`config.mk`:
```
export PLATFORM = sky130hd
export DESIGN_NAME = alu_instr_sequencer_flat
export DESIGN_NICKNAME = d
export VERILOG_FILES = /design/src/rtl/alu_instr_sequencer_if.sv /design/src/rtl/alu_instr_sequencer.sv /design/src/flat_wrapper.sv
export SDC_FILE = /design/constraint.sdc
export NUM_CORES = 1
export LEC_CHECK = 0
export BUFFER_PORTS_ARGS = -buffer_cell sky130_fd_sc_hd__buf_2
export CAP_MARGIN = 20
export CORE_UTILIZATION = 30
export CTS_BUF_LIST = sky130_fd_sc_hd__clkbuf_8
export DETAILED_ROUTE_END_ITERATION = 10
export HOLD_SLACK_MARGIN = 0.1
export SETUP_SLACK_MARGIN = 0.05
export SLEW_MARGIN = 15
export SYNTH_ARGS = -nofsm -noshare
export SYNTH_HDL_FRONTEND = slang
export SYNTH_SLANG_ARGS = --single-unit
```
`constraint.sdc`:
```
create_clock -name clk -period 4.43 [get_ports clk]
set_input_delay 0 -clock clk [delete_from_list [all_inputs] [get_ports clk]]
set_output_delay 0 -clock clk [all_outputs]
set_load 0.01 [all_outputs]
```
`src/rtl/alu_instr_sequencer_if.sv`:
```
// Sequencer <-> datapath/memory bundle for the ezRISC ALU-instruction sequencer.
// Latency: none (wires only). Backpressure: memory stalls via mem_rdy, sampled by the sequencer in T1.
// Ports: run/ir/mem_rdy flow into the sequencer; strobes, alu_op, gpr selects, done, halted flow out.
//   master modport = sequencer side, slave modport = datapath/memory side.
interface alu_instr_sequencer_if;
  // Inputs to the sequencer
  logic        run;
  logic [31:0] ir;
  logic        mem_rdy;

  // Datapath strobes
  logic        pc_out;
  logic        inc_pc;
  logic        mar_in;
  logic        z_in;
  logic        z_low_out;
  logic        pc_in;
  logic        read;
  logic        mdr_in;
  logic        mdr_out;
  logic        ir_in;
  logic        y_in;
  logic [3:0]  alu_op;
  logic [15:0] gpr_in;
  logic [15:0] gpr_out;

  // Status
  logic        done;
  logic        halted;

  modport master (
    input  run, ir, mem_rdy,
    output pc_out, inc_pc, mar_in, z_in, z_low_out, pc_in, read, mdr_in,
           mdr_out, ir_in, y_in, alu_op, gpr_in, gpr_out, done, halted
  );

  modport slave (
    output run, ir, mem_rdy,
    input  pc_out, inc_pc, mar_in, z_in, z_low_out, pc_in, read, mdr_in,
           mdr_out, ir_in, y_in, alu_op, gpr_in, gpr_out, done, halted
  );
endinterface

```
`src/rtl/alu_instr_sequencer.sv`:
```
// Hardwired T0-T5 control sequencer for ezRISC register-to-register ALU instructions.
// Latency: 6 cycles per instruction (T0..T5, done in T5) plus one cycle per memory wait in T1.
// Backpressure: holds in T1 while mem_rdy is low; halts after MEM_WAIT_MAX wait cycles.
//
// Ports: clk (rising edge), reset (async, active-high), bus (alu_instr_sequencer_if.master):
//   run/ir/mem_rdy in; datapath strobes, alu_op, gpr_in/gpr_out one-hot selects, done, halted out.
// Optional feature macro: SEQ_UNARY_EN -- when defined, neg (16) and not (17) are legal
//   unary ops; otherwise they decode as illegal and halt the sequencer from T3.
module alu_instr_sequencer #(
  parameter int unsigned MEM_WAIT_MAX = 15
) (
  input  logic                  clk,
  input  logic                  reset,
  alu_instr_sequencer_if.master bus
);

  // State encoding
  localparam logic [2:0] S_IDLE = 3'd0;
  localparam logic [2:0] S_T0   = 3'd1;
  localparam logic [2:0] S_T1   = 3'd2;
  localparam logic [2:0] S_T2   = 3'd3;
  localparam logic [2:0] S_T3   = 3'd4;
  localparam logic [2:0] S_T4   = 3'd5;
  localparam logic [2:0] S_T5   = 3'd6;
  localparam logic [2:0] S_HALT = 3'd7;

  // ALU operation codes seen by the datapath
  localparam logic [3:0] ALU_AND = 4'd0;
  localparam logic [3:0] ALU_OR  = 4'd1;
  localparam logic [3:0] ALU_ADD = 4'd2;
  localparam logic [3:0] ALU_SUB = 4'd3;
  localparam logic [3:0] ALU_SHR = 4'd4;
  localparam logic [3:0] ALU_SHL = 4'd5;
  localparam logic [3:0] ALU_ROR = 4'd6;
  localparam logic [3:0] ALU_ROL = 4'd7;
`ifdef SEQ_UNARY_EN
  localparam logic [3:0] ALU_NEG = 4'd10;
  localparam logic [3:0] ALU_NOT = 4'd11;
`endif

  // Wait counter counts T1 cycles already spent without mem_rdy.
  localparam int unsigned WAIT_W = (MEM_WAIT_MAX < 2) ? 1 : $clog2(MEM_WAIT_MAX);
  localparam logic [WAIT_W-1:0] WAIT_LAST = WAIT_W'(MEM_WAIT_MAX - 1);

  logic [2:0]        state_q, state_d;
  logic [WAIT_W-1:0] wait_cnt_q, wait_cnt_d;

  // ------------------------------------------------------------------
  // IR field extraction and opcode decode
  // ------------------------------------------------------------------
  logic [4:0] opcode;
  logic [3:0] ra, rb, rc;
  logic       op_legal;
  logic       op_unary;
  logic [3:0] op_alu;
  logic       unused_ir_bits;

  assign opcode = bus.ir[31:27];
  assign ra     = bus.ir[26:23];
  assign rb     = bus.ir[22:19];
  assign rc     = bus.ir[18:15];
  // Low IR bits carry immediates for other instruction classes.
  assign unused_ir_bits = ^bus.ir[14:0];

  always_comb begin
    op_legal = 1'b1;
    op_unary = 1'b0;
    op_alu   = ALU_AND;
    case (opcode)
      5'd3:  op_alu = ALU_ADD;
      5'd4:  op_alu = ALU_SUB;
      5'd5:  op_alu = ALU_SHR;
      5'd6:  op_alu = ALU_SHL;
      5'd7:  op_alu = ALU_ROR;
      5'd8:  op_alu = ALU_ROL;
      5'd9:  op_alu = ALU_AND;
      5'd10: op_alu = ALU_OR;
`ifdef SEQ_UNARY_EN
      5'd16: begin
        op_alu   = ALU_NEG;
        op_unary = 1'b1;
      end
      5'd17: begin
        op_alu   = ALU_NOT;
        op_unary = 1'b1;
      end
`endif
      default: op_legal = 1'b0;
    endcase
  end

  // ------------------------------------------------------------------
  // Next-state logic
  // ------------------------------------------------------------------
  always_comb begin
    state_d    = state_q;
    wait_cnt_d = wait_cnt_q;
    case (state_q)
      S_IDLE: begin
        if (bus.run) state_d = S_T0;
      end
      S_T0: begin
        state_d    = S_T1;
        wait_cnt_d = '0;
      end
      S_T1: begin
        if (bus.mem_rdy) begin
          state_d = S_T2;
        end else if (wait_cnt_q == WAIT_LAST) begin
          // This cycle is the MEM_WAIT_MAX-th consecutive miss: abort the fetch.
          state_d = S_HALT;
        end else begin
          wait_cnt_d = wait_cnt_q + WAIT_W'(1);
        end
      end
      S_T2: state_d = S_T3;
      // IR was loaded at the end of T2, so the decode is trustworthy here.
      S_T3: state_d = op_legal ? S_T4 : S_HALT;
      S_T4: state_d = S_T5;
      S_T5: state_d = bus.run ? S_T0 : S_IDLE;
      S_HALT: state_d = S_HALT;
      default: state_d = S_IDLE;
    endcase
  end

  always_ff @(posedge clk or posedge reset) begin
    if (reset) begin
      state_q    <= S_IDLE;
      wait_cnt_q <= '0;
    end else begin
      state_q    <= state_d;
      wait_cnt_q <= wait_cnt_d;
    end
  end

  // ------------------------------------------------------------------
  // Moore output decode: state register and IR only. Because every output
  // is decoded from state_q, asserting reset zeroes them immediately.
  // ------------------------------------------------------------------
  logic        pc_out, inc_pc, mar_in, z_in, z_low_out, pc_in;
  logic        read, mdr_in, mdr_out, ir_in, y_in, done, halted;
  logic [3:0]  alu_op;
  logic [15:0] gpr_in, gpr_out;

  always_comb begin
    pc_out    = 1'b0;
    inc_pc    = 1'b0;
    mar_in    = 1'b0;
    z_in      = 1'b0;
    z_low_out = 1'b0;
    pc_in     = 1'b0;
    read      = 1'b0;
    mdr_in    = 1'b0;
    mdr_out   = 1'b0;
    ir_in     = 1'b0;
    y_in      = 1'b0;
    done      = 1'b0;
    halted    = 1'b0;
    alu_op    = ALU_AND;
    gpr_in    = '0;
    gpr_out   = '0;
    case (state_q)
      S_T0: begin
        // PC -> MAR, and PC+1 into Z through the ALU.
        pc_out = 1'b1;
        mar_in = 1'b1;
        inc_pc = 1'b1;
        z_in   = 1'b1;
        alu_op = ALU_ADD;
      end
      S_T1: begin
        // Z -> PC is repeated every wait cycle; reloading the same value is harmless.
        z_low_out = 1'b1;
        pc_in     = 1'b1;
        read      = 1'b1;
        mdr_in    = 1'b1;
      end
      S_T2: begin
        mdr_out = 1'b1;
        ir_in   = 1'b1;
      end
      S_T3: begin
        // Binary ops stage Rb in Y; unary and illegal ops leave T3 quiet.
        if (op_legal && !op_unary) begin
          gpr_out = 16'h0001 << rb;
          y_in    = 1'b1;
        end
      end
      S_T4: begin
        z_in    = 1'b1;
        alu_op  = op_alu;
        gpr_out = op_unary ? (16'h0001 << rb) : (16'h0001 << rc);
      end
      S_T5: begin
        z_low_out = 1'b1;
        gpr_in    = 16'h0001 << ra;
        done      = 1'b1;
      end
      S_HALT: halted = 1'b1;
      default: ;
    endcase
  end

  assign bus.pc_out    = pc_out;
  assign bus.inc_pc    = inc_pc;
  assign bus.mar_in    = mar_in;
  assign bus.z_in      = z_in;
  assign bus.z_low_out = z_low_out;
  assign bus.pc_in     = pc_in;
  assign bus.read      = read;
  assign bus.mdr_in    = mdr_in;
  assign bus.mdr_out   = mdr_out;
  assign bus.ir_in     = ir_in;
  assign bus.y_in      = y_in;
  assign bus.alu_op    = alu_op;
  assign bus.gpr_in    = gpr_in;
  assign bus.gpr_out   = gpr_out;
  assign bus.done      = done;
  assign bus.halted    = halted;

  // Register selects must never drive or load more than one GPR at once.
  a_gpr_in_onehot0:  assert property (@(posedge clk) disable iff (reset) $onehot0(gpr_in));
  a_gpr_out_onehot0: assert property (@(posedge clk) disable iff (reset) $onehot0(gpr_out));

endmodule

```
`src/flat_wrapper.sv`:
```
// flat-port wrapper written by rule: the top's interface ports become plain ports
module alu_instr_sequencer_flat 
#(
  parameter int unsigned MEM_WAIT_MAX = 15
)
  (clk, reset, bus_run, bus_ir, bus_mem_rdy, bus_pc_out, bus_inc_pc, bus_mar_in, bus_z_in, bus_z_low_out, bus_pc_in, bus_read, bus_mdr_in, bus_mdr_out, bus_ir_in, bus_y_in, bus_alu_op, bus_gpr_in, bus_gpr_out, bus_done, bus_halted);
  alu_instr_sequencer_if bus_i ();
  input  logic clk;
  input  logic reset;
  input wire logic [$bits(bus_i.run)-1:0] bus_run;
  input wire logic [$bits(bus_i.ir)-1:0] bus_ir;
  input wire logic [$bits(bus_i.mem_rdy)-1:0] bus_mem_rdy;
  output wire logic [$bits(bus_i.pc_out)-1:0] bus_pc_out;
  output wire logic [$bits(bus_i.inc_pc)-1:0] bus_inc_pc;
  output wire logic [$bits(bus_i.mar_in)-1:0] bus_mar_in;
  output wire logic [$bits(bus_i.z_in)-1:0] bus_z_in;
  output wire logic [$bits(bus_i.z_low_out)-1:0] bus_z_low_out;
  output wire logic [$bits(bus_i.pc_in)-1:0] bus_pc_in;
  output wire logic [$bits(bus_i.read)-1:0] bus_read;
  output wire logic [$bits(bus_i.mdr_in)-1:0] bus_mdr_in;
  output wire logic [$bits(bus_i.mdr_out)-1:0] bus_mdr_out;
  output wire logic [$bits(bus_i.ir_in)-1:0] bus_ir_in;
  output wire logic [$bits(bus_i.y_in)-1:0] bus_y_in;
  output wire logic [$bits(bus_i.alu_op)-1:0] bus_alu_op;
  output wire logic [$bits(bus_i.gpr_in)-1:0] bus_gpr_in;
  output wire logic [$bits(bus_i.gpr_out)-1:0] bus_gpr_out;
  output wire logic [$bits(bus_i.done)-1:0] bus_done;
  output wire logic [$bits(bus_i.halted)-1:0] bus_halted;
  assign bus_i.run = bus_run;
  assign bus_i.ir = bus_ir;
  assign bus_i.mem_rdy = bus_mem_rdy;
  assign bus_pc_out = bus_i.pc_out;
  assign bus_inc_pc = bus_i.inc_pc;
  assign bus_mar_in = bus_i.mar_in;
  assign bus_z_in = bus_i.z_in;
  assign bus_z_low_out = bus_i.z_low_out;
  assign bus_pc_in = bus_i.pc_in;
  assign bus_read = bus_i.read;
  assign bus_mdr_in = bus_i.mdr_in;
  assign bus_mdr_out = bus_i.mdr_out;
  assign bus_ir_in = bus_i.ir_in;
  assign bus_y_in = bus_i.y_in;
  assign bus_alu_op = bus_i.alu_op;
  assign bus_gpr_in = bus_i.gpr_in;
  assign bus_gpr_out = bus_i.gpr_out;
  assign bus_done = bus_i.done;
  assign bus_halted = bus_i.halted;
  alu_instr_sequencer #(.MEM_WAIT_MAX(MEM_WAIT_MAX)) u_core (.clk(clk), .reset(reset), .bus(bus_i));
endmodule
```
==> run metrics <==
vias in the first global route=between 1,000 and 1,500; Sink Count=7; Clock Skew=between 0.0015 and 0.002 ns; mux contribution to synthesized area=3.73%; Synth Area in XOR/XNOR=0.817%; DRC=0; maximum vdd drop=about 0.00020 V; routed vias/inst=5.07; Yosys reg bits=7; Internal=287 uW; Sequential Area=175 um2; Async S/R FF share, synth=100%; NumNets Final=roughly 250; largest family of logic cells by synthesized area=simple AND/OR/NAND/NOR gates; crit path kind=flip-flop to output pin; area of the multi-input gates=801 um2; max_slew headroom=52.7%; unrepaired setup endpoints after global routing=false; deepest clock path buffer count=2; CTS tree=built; Sequential Power Share=29.0%; Max Cap Viol=0; CP Cell Sequence=or4b_4, or3_1, o2bb2ai_1, buf_2; CP max stage delay=0.67 ns; Hold WC Path Type=input pin to flip-flop; initial drt markers=38; adder-cell area share of the yosys netlist=2.33%; filler instances=353; worst-margin pin slew=approximately 0.70 ns; FP Rows=21; Tmin final=2.13 ns; power per cell area=about 370 mW/mm2; Routed Wire Length=between 2000 and 3000 um; Simple-Gate Fraction of Synth Area=48.7%; clock network power share=16.3%; antenna fix cells=0; Worst-Skew Late Latency=between 0.2 and 0.25 ns; Sw Pwr=250 uW; synthesized area=between 0.001 and 0.0015 mm2; area leader, netlist=dfrtp_1; top post-synthesis cells by area=dfrtp_1 16%, nor2_1 6.0%, nand2b_1 5.8%; buffers added on ports=68; total power=537 uW; Finish-stage setup viols=0; Initial Utilization=roughly a third; Vias=1,318; Setup TNS=0 ns; TritonCTS Buffers=3; CP max stage cell=dfrtp_1; leakage power=0.000736 uW; Synth top area share=about 16%; CTS H-tree lvls=1; Net Sw Frac=46.6%; Unique masters post-synth=43; syn_area_per_cell=around 7 um2; final worst-path cycle share=approximately 48%; Remaining Overflow, GRT=0; worst endpoint data arrival time=approximately 2.1 ns; reg2reg path depth=3; CTS Root Cell=clkbuf_8; first-pass GRT wire length=4240 um; Worst Path Required=roughly 4.4 ns; cell count of the worst hold path=4; combinational power share=54.7%; ys flop type=dfrtp_1; gpl congestion=roughly 0.88; YS warnings=0; Critical Path Sink Type=output pin; initial antenna violation count=0; Top Ports=85; Final Hold Fails=0; Die Span Y=61.8 um; syn nets=190; Routed Antenna Nets=0; Core Box Area=0.00339 mm2; area of the die=0.00382 mm2; 1st-pass router iterations=4; largest net degree at the start of global routing=22; complex-gate fraction of the synthesized area=18.8%; Clk pin slew, worst setup/hold paths=0.04 ns; gr usage total=15.0%; sequential area share after synthesis=~16%; status=finished, final reports clean; critical path startpoint category=flip-flop; Post-DP HPWL=2300 um; Area Growth Syn to Fin=37.0%; share of cells above drive strength 1=between 30% and 40%; Post-synth EDFFs=0; Max FO, Critical Path=21; Mapped Cells=152; Die X=~60 um; Max Freq=470 MHz; Final Max Tran Viols=0; wire per inst=between 10 and 15 um
path summary, 6_finish.rpt:
path	endpoint	slack [ns]	from
worst min register to register	u_core.wait_cnt_q[3]$_DFFE_PP0P_	0.47	u_core.wait_cnt_q[3]$_DFFE_PP0P_
worst max-delay path	bus_gpr_out[12]	2.30	u_core.state_q[2]$_DFFE_PP0P_
min in group asynchronous	u_core.wait_cnt_q[3]$_DFFE_PP0P_	0.25	reset
worst min-delay path	u_core.wait_cnt_q[3]$_DFFE_PP0P_	0.14	bus_mem_rdy
max in group asynchronous	u_core.wait_cnt_q[2]$_DFFE_PP0P_	3.97	reset
worst max register to register	u_core.wait_cnt_q[1]$_DFFE_PP0P_	2.55	u_core.state_q[2]$_DFFE_PP0P_
cell type report:
| cell class | instances | area share [%] |
|---|---|---|
| Timing Repair Buffer | 71 | 25.0 |
| Tap cell | 46 | 3.92 |
| Clock buffer | 3 | 2.81 |
| Clock inverter | 1 | 0.256 |
| Multi-Input combinational cell | 126 | 54.5 |
| Inverter | 6 | 1.53 |
| Sequential cell | 7 | 11.9 |
state kept, by name, indices dropped and copies added, names as in the netlist:
register           count
u_core.wait_cnt_q      4
u_core.state_q         3
cells by family (layout without fill, tap and decap cells):
family | count (synthesis) | in the layout
AO/OA/AOI/OAI | 27 | 27
XOR/XNOR | 1 | 1
adder cells (fa/ha/maj) | 2 | 2
buffers and inverters | 19 | 81
flip-flops | 7 | 7
multiplexers | 4 | 4
other | 1 | 1
AND/OR/NAND/NOR | 91 | 91
cells in the mapped netlist (all sizes together) (4+ instances only):
cell	n
buf	8
clkbuf	5
dfrtp	7
inv	6
mux2i	4
nand2	14
nand2b	10
nand3	10
nor2	17
nor2b	7
nor3	6
o22ai	6
o2bb2ai	4
o32ai	4
layer usage:
metal,up-vias,track usage (%),share of wire (%)
li1,675,-,-
met1,588,18.9,46
met2,48,24.4,47
met3,7,3.93,5.3
met4,0,6.03,1.7
met5,-,0,0
worst max-delay path, delay by kind of cell (launching register included):
family,cells,cell delay [ns]
DFF,1,0.67
AOI/OAI and AO/OA,1,0.15
and+or+nand+nor,2,0.93
buffers and inverters,1,0.15
repair_timing:
action                                 in CTS  in global routing
gates resized for setup                     0                  0
setup buffers                               0                  0
endpoints found under the hold margin       8                  0
hold buffers                                2                  0
cells in the final DEF (no fill, tap or decap), types with 6 or more instances in the layout:
master    Yosys  routed
nand2b_1     10      10
inv_1         6       7
buf_2         2      68
nor3_1        6       6
nor2b_1       7       7
nor2_1       17      17
nand2_1      14      14
nand3_1      10      10
o22ai_1       6       6
dfrtp_1       7       7
power by group through the flow:
stage | registers, uW | clock network [uW] | logic, uW
floorplan | 114 | 0 | 257
global placement | 156 | 0 | 293
detailed placement | 156 | 0 | 296
CTS | 155 | 90.5 | 297
global route | 162 | 94.4 | 336
finish | 156 | 87.6 | 294
through the flow:
stage	hold WS (ns)	setup slack, ns	util (%)	cells	instance area (um2)
2_1_floorplan	-0.197	2.87	-	152	1070
3_3_place_gp	-0.0555	2.56	41.4	254	1400
3_5_place_dp	-0.0530	2.56	41.4	254	1400
4_1_cts	0.136	2.31	43.3	260	1470
5_1_grt	0.171	2.21	43.3	260	1470
6_report	0.144	2.30	43.3	260	1470
Power figures use the tool's default switching activity.
